## config.mk

```make
export PLATFORM = sky130hd
export DESIGN_NAME = sw_ctrl
export DESIGN_NICKNAME = d
export VERILOG_FILES = /design/src/rtl/sw_ctrl.sv
export SDC_FILE = /design/constraint.sdc
export NUM_CORES = 1
export LEC_CHECK = 0
export ABC_AREA = 1
export CAP_MARGIN = 10
export CORE_MARGIN = 2
export CORE_UTILIZATION = 40
export DETAILED_ROUTE_END_ITERATION = 16
export GPL_ROUTABILITY_DRIVEN = 1
export SETUP_SLACK_MARGIN = 0.3
export SLEW_MARGIN = 20
export SYNTH_ARGS = -nofsm -noshare
export SYNTH_HDL_FRONTEND = slang
export SYNTH_SLANG_ARGS = --single-unit
export TNS_END_PERCENT = 20
```

## constraint.sdc

```tcl
create_clock -name clk -period 2.9 [get_ports clk]
set_input_delay 0.58 -clock clk [delete_from_list [all_inputs] [get_ports clk]]
set_output_delay 0.58 -clock clk [all_outputs]
set_load 0.02 [all_outputs]
```

## src/rtl/sw_ctrl.sv

```systemverilog
// Stopwatch button conditioning and mode control: three synchronised, debounced
// pushbuttons drive the IDLE/RUN/STOP FSM and the go, clr and lap_hold levels.
module sw_ctrl #(
    parameter int unsigned DB_CYCLES = 2000000,
    parameter int unsigned CNT_W     = 21
) (
    input  logic       clk,
    input  logic       clr_n,
    input  logic       btn_ss,
    input  logic       btn_rst,
    input  logic       btn_lap,
    output logic       go,
    output logic       clr,
    output logic       lap_hold,
    output logic [1:0] mode
);

    typedef enum logic [1:0] {
        S_IDLE = 2'b00,
        S_RUN  = 2'b01,
        S_STOP = 2'b10
    } state_t;

    localparam int unsigned NB = 3;
    localparam int unsigned B_SS  = 0;
    localparam int unsigned B_RST = 1;
    localparam int unsigned B_LAP = 2;
    localparam logic [CNT_W-1:0] CNT_MAX = CNT_W'(DB_CYCLES - 1);

    logic [NB-1:0]    raw;
    logic [NB-1:0]    s1_q, s1_d;
    logic [NB-1:0]    s2_q, s2_d;
    logic [NB-1:0]    db_q, db_d;
    logic [NB-1:0]    db_dly_q, db_dly_d;
    logic [NB-1:0]    press;
    logic [CNT_W-1:0] cnt_q [NB];
    logic [CNT_W-1:0] cnt_d [NB];

    state_t state_q, state_d;
    logic   go_q, go_d;
    logic   clr_q, clr_d;
    logic   lap_q, lap_d;

    assign raw = {btn_lap, btn_rst, btn_ss};

    always_comb begin
        s1_d     = raw;
        s2_d     = s1_q;
        db_d     = db_q;
        db_dly_d = db_q;
        for (int unsigned i = 0; i < NB; i++) begin
            cnt_d[i] = '0;
            // Counter only runs while the synchronised level disagrees with db.
            if (s2_q[i] != db_q[i]) begin
                if (cnt_q[i] == CNT_MAX) begin
                    db_d[i] = s2_q[i];
                end else begin
                    cnt_d[i] = cnt_q[i] + CNT_W'(1);
                end
            end
        end
    end

    assign press = db_q & ~db_dly_q;

    always_comb begin
        state_d = state_q;
        lap_d   = lap_q;
        clr_d   = 1'b0;
        unique case (state_q)
            S_IDLE: begin
                if (press[B_SS]) begin
                    state_d = S_RUN;
                end else if (press[B_RST]) begin
                    clr_d = 1'b1;
                end
            end
            S_RUN: begin
                if (press[B_SS]) begin
                    state_d = S_STOP;
                    lap_d   = 1'b0;
                end else if (press[B_LAP]) begin
                    lap_d = ~lap_q;
                end
            end
            S_STOP: begin
                // Reset has priority over start/stop when both arrive together.
                if (press[B_RST]) begin
                    state_d = S_IDLE;
                    clr_d   = 1'b1;
                    lap_d   = 1'b0;
                end else if (press[B_SS]) begin
                    state_d = S_RUN;
                end
            end
            default: begin
                state_d = S_IDLE;
                lap_d   = 1'b0;
            end
        endcase
        go_d = (state_d == S_RUN);
    end

    always_ff @(posedge clk or negedge clr_n) begin
        if (!clr_n) begin
            s1_q     <= '0;
            s2_q     <= '0;
            db_q     <= '0;
            db_dly_q <= '0;
            for (int unsigned i = 0; i < NB; i++) begin
                cnt_q[i] <= '0;
            end
            state_q  <= S_IDLE;
            go_q     <= 1'b0;
            clr_q    <= 1'b1;
            lap_q    <= 1'b0;
        end else begin
            s1_q     <= s1_d;
            s2_q     <= s2_d;
            db_q     <= db_d;
            db_dly_q <= db_dly_d;
            for (int unsigned i = 0; i < NB; i++) begin
                cnt_q[i] <= cnt_d[i];
            end
            state_q  <= state_d;
            go_q     <= go_d;
            clr_q    <= clr_d;
            lap_q    <= lap_d;
        end
    end

    assign go       = go_q;
    assign clr      = clr_q;
    assign lap_hold = lap_q;
    assign mode     = state_q;

endmodule

```

# After elaboration in Yosys (flattened, before gate mapping)
# Cells that the tools add are included.
# word_totals
regBits	80
latchBits	0
ram_bits	0
mem_bits_ro	0
in_bits	5
out_inout_bits	5
wordCells	53
memories	0
# op_classes
add_sub_neg	3
multipliers	0
div	0
magnitude_cmp	0
n_eq_ne	11
shift	0
muxes	17
n_bitwise	4
reduce_logical	5
# op_table
cell	count
two-way mux 21 bit	6
adder 21 x 1 -> 21 bit (second input constant)	3
== test 21 bit (second input constant)	3
two-way mux 2 bit	3
case mux 2 bit (3 select lines)	1
AND reduction 2 bit	3
two-way mux 1 bit	5
== test 2 x 1 -> 1 bit (second input constant)	2
bitwise AND 3 bit	1
inequality test 1 bit	3
inequality test 3 bit (second input constant)	1
inverter 3 bit	1
case mux 1 bit (3 select lines)	1
AND reduction 3 bit	1
== test 2 bit (second input constant)	1
zero test 2 bit	1
inequality test 2 bit (second input constant)	1
inverter 1 bit	2
case mux 1 bit (2 select lines)	1

# Depth between registers and ports, before layout
# depth
word_depth	6
depth_mapped	8
ltp_nobuf	8

# Worst setup path after synthesis
# No wires, ideal clock.
# synth_path
kind	reg2reg
start	register cnt_q[42] in the netlist's numbering
end	register cnt_q[52] in the netlist's numbering
setup_time_ns	0.120
t_arrival_ns	1.159
slack_ns	1.621
path_stages_with_launch	7
path_buffers	0
synth_period_minus_slack_ns	1.279
path_cell_list	dfrtp_1 ha_1 nand4_1 nor2_1 nand3_2 nand2_2 nor2_1
# synth_lines
element	line_no	source
start: declaration	36	logic [CNT_W-1:0] cnt_q [NB];
start signal: indexed assignment	123	cnt_q[i] <= cnt_d[i];

# Worst setup path in the final report
# layout_path
start	register clr_q, in the netlist clr
end	output clr
# layout_lines
element	line_no	source
start: declaration	41	logic clr_q, clr_d;
start signal: assignment	127	clr_q <= clr_d;
end: declaration	13	output logic clr,
# No word-level cell between the ends.

==> key figures <==
Run status
  • Outcome: finished, final reports clean

Critical path
  • Slowest stage delay, CP: 0.59 ns
  • Startpoint type of the worst setup path: flop
  • Worst Setup EP: clr
  • Reg2reg end: cnt_q[42]
  • Worst path required time: 2.32 ns
  • CP max FO: 1
  • Family with the most delay on the worst path: buffers and inverters
  • Crit end category: primary output
  • CP Launch Point: clr
  • Kind of critical path: flop to primary output
  • Critical path depth in cells: 1
  • R2r setup slk: 1.34 ns
  • FF-to-FF Start: db_dly_d[0]
  • CP Cell Sequence: clkdlybuf4s50_1
  • CP bufs+invs: 1
  • Worst reg2reg path depth: 4
  • Slowest cell on crit path: clkdlybuf4s50_1
  • Arr. time, crit path: 1.47 ns

Global routing
  • Grt ovf: 0
  • Largest net degree at the start of global routing: 81
  • Global-route wire length before repair: 14740 µm
  • Vias in the first global route: about 3200
  • Tot GR Track Use: 0.1640
  • Initial antenna violation count: 0

Floorplan
  • Core area: 10280 µm²
  • Die area: 11330 µm²
  • Initial core utilization: 0.4084
  • Die Wd: between 100 and 150 µm
  • I/O pins: 10
  • FP Rows: 37
  • Die Y: approximately 110 µm

CTS
  • H-tree levels: 3
  • CTS buffer count: 9
  • Max clock buf depth: 2
  • Post-CTS sizing: 0
  • Root Driver: clkbuf_8
  • Sink Count: 80
  • Clk Latency, worst-skew pair: 0.37 ns
  • Post-CTS repair timing setup buffer count: 0
  • Post-CTS Hold Buffers: 0
  • CTS tree: done
  • Clk pin slew, worst setup/hold paths: around 0.080 ns

Synth
  • Seq/Total Area, Yosys: 0.4772
  • Area share of the leading cell type in the synthesized netlist: 0.4709
  • Synth Warn #: 0
  • Synthesized area per cell: 8.215 µm²
  • Mapped Area: 4198 µm²
  • Synth top area cells: dfrtp_1 47%, nor2_1 10%, nand2_1 6.2%
  • Syn_nets: 519
  • Syn Inst Count: about 510
  • Seq cells post-synth: 80
  • Yosys cell types: 25
  • Yosys top cell by area: dfrtp_1

Timing
  • Worst slew pin tran: 0.7640 ns
  • Relative slew slack: 0.4906
  • Final period util: 0.7073
  • Min Clock Period, post-route: around 2.1 ns
  • Clk_skew: 0.01169 ns
  • F_max: 487.6 MHz
  • Setup_tns: 0 ns
  • Pins Over Slew Limit: 0
  • Final setup viols: 0
  • Hold Vio Cnt, Final: 0
  • RSZ-0062 raised after global routing: false

Final layout
  • Final #Nets: 540
  • Ant diodes: 0
  • Finished Layout Cells: 673
  • Synth-to-layout area growth: 11.95%
  • Layout cells sized above 1: 0.1229

Run
  • Maxcap violations: 0

Routing
  • Vias per cell: 4.866
  • DRT iter0 DRCs: 161
  • Drt drc: 0
  • Wirelength per Cell: 12.26 µm
  • Final wirelength: 8248 µm
  • Initial DRT Pass Iterations: 4
  • Via count of the routed design: 3275
  • Post-route ant nets: 0

Pwr
  • Leak: 0.001907 µW
  • Power per Cell Area: 460.5 nW/µm²
  • Maximum VDD drop: 219.0 µV

Placed design
  • Total placed cells including tap cells: approximately 660
  • Port bufs: 9
  • Dpl hpwl: 5920 µm
  • Gp weighted congestion: roughly 0.84

Hold path
  • Hold Crit Class: input port to asynchronous set/reset pin
[sequential cells by signal (all words and copies together), names as in the netlist]
register,count
s2_q,3
cnt_q,63
mode,2
clr,1
go,1
db_dly_q,3
db_dly_d,3
s1_q,3
lap_hold,1
[stage by stage]
stage                     cell area (µm²)  utilization  hold slack (ns)  setup WS (ns)  total power (µW)
after floorplan                      4198            -           0.2844          1.621              1195
after global placement               4463       0.4343           0.3345          1.236              1233
after detailed placement             4463       0.4343           0.3347          1.240              1235
after CTS                            4696       0.4569           0.3523         0.8319              2201
after global routing                 4700       0.4573           0.3123         0.8044              2250
final                                4700       0.4573           0.1953         0.8490              2164
[power breakdown]
group | internal [µW] | switching [µW]
registers | 1130 | 11.5
clock network | 557 | 398
logic | 20.6 | 48.8
total | 1710 | 458
[how the worst min path moves through the flow]
stage / endpoint / slack [ns] / cells after the start
global placement: s2_q[0] / 0.33 / 0
CTS: s2_q[2] / 0.35 / 0
finish: cnt_q[55] / 0.20 / 1
floorplan: cnt_q[0] / 0.28 / 0
detailed placement: s2_q[2] / 0.33 / 0
global route: cnt_q[50] / 0.31 / 1
[logic make-up (layout without fill, tap and decap cells)]
group	Yosys count	in the layout	share of synthesized area
simple gates	305	305	0.3469
xor+xnor	33	33	0.07422
fa+ha+maj	3	3	0.008943
buf+inv	57	83	0.05097
flops	80	80	0.4772
compound gates	33	33	0.04173
[cell usage in the layout (no fill, tap or decap), drive strengths merged]
master         count
buf                2
nor3b              4
a21oi             11
nand3             51
xnor2             10
xor2              23
ha                 3
nand2             86
clkbuf            14
nand4             17
dfstp              1
bufinv             2
inv               56
nand3b             1
nor2             139
a211oi             1
dfrtp             79
o21ai             18
nor3               7
clkdlybuf4s50      8
o21bai             3
clkinv             1
[synth_stat cells]
| cell type | instances |
|---|---|
| nor2_1 | 117 |
| dfrtp_1 | 79 |
| nand2_1 | 69 |
| inv_1 | 56 |
| nand3_1 | 44 |
| xor2_1 | 23 |
| nand4_1 | 17 |
| nand2_2 | 16 |
| nor2_2 | 14 |
| a21oi_1 | 11 |
| o21ai_0 | 11 |
| nor2_4 | 8 |
| nand3_2 | 7 |
| nor3_1 | 7 |
| o21ai_1 | 7 |
| xnor2_1 | 7 |
| nor3b_1 | 4 |
| ha_1 | 3 |
| o21bai_1 | 3 |
| xnor2_2 | 3 |
| a211oi_1 | 1 |
| clkinv_1 | 1 |
| dfstp_2 | 1 |
| nand2_4 | 1 |
| nand3b_1 | 1 |
[per-layer routing]
layer	track usage	wire, µm
met5	0	0
met4	0.07514	181
met3	0.02943	254
met2	0.2624	3808
met1	0.2172	4004
[cell type report]
type / instances / area (µm²)
timing repair buffer: 10 / 98.84
fill: 1036 / 5578
tap: 136 / 170.2
clock buffer: 14 / 172.7
clock inverter: 2 / 60.06
inverter: 57 / 214.0
sequential: 80 / 2003
multi-input combinational: 374 / 1981
Note: power is estimated with default switching activity, not from simulation.
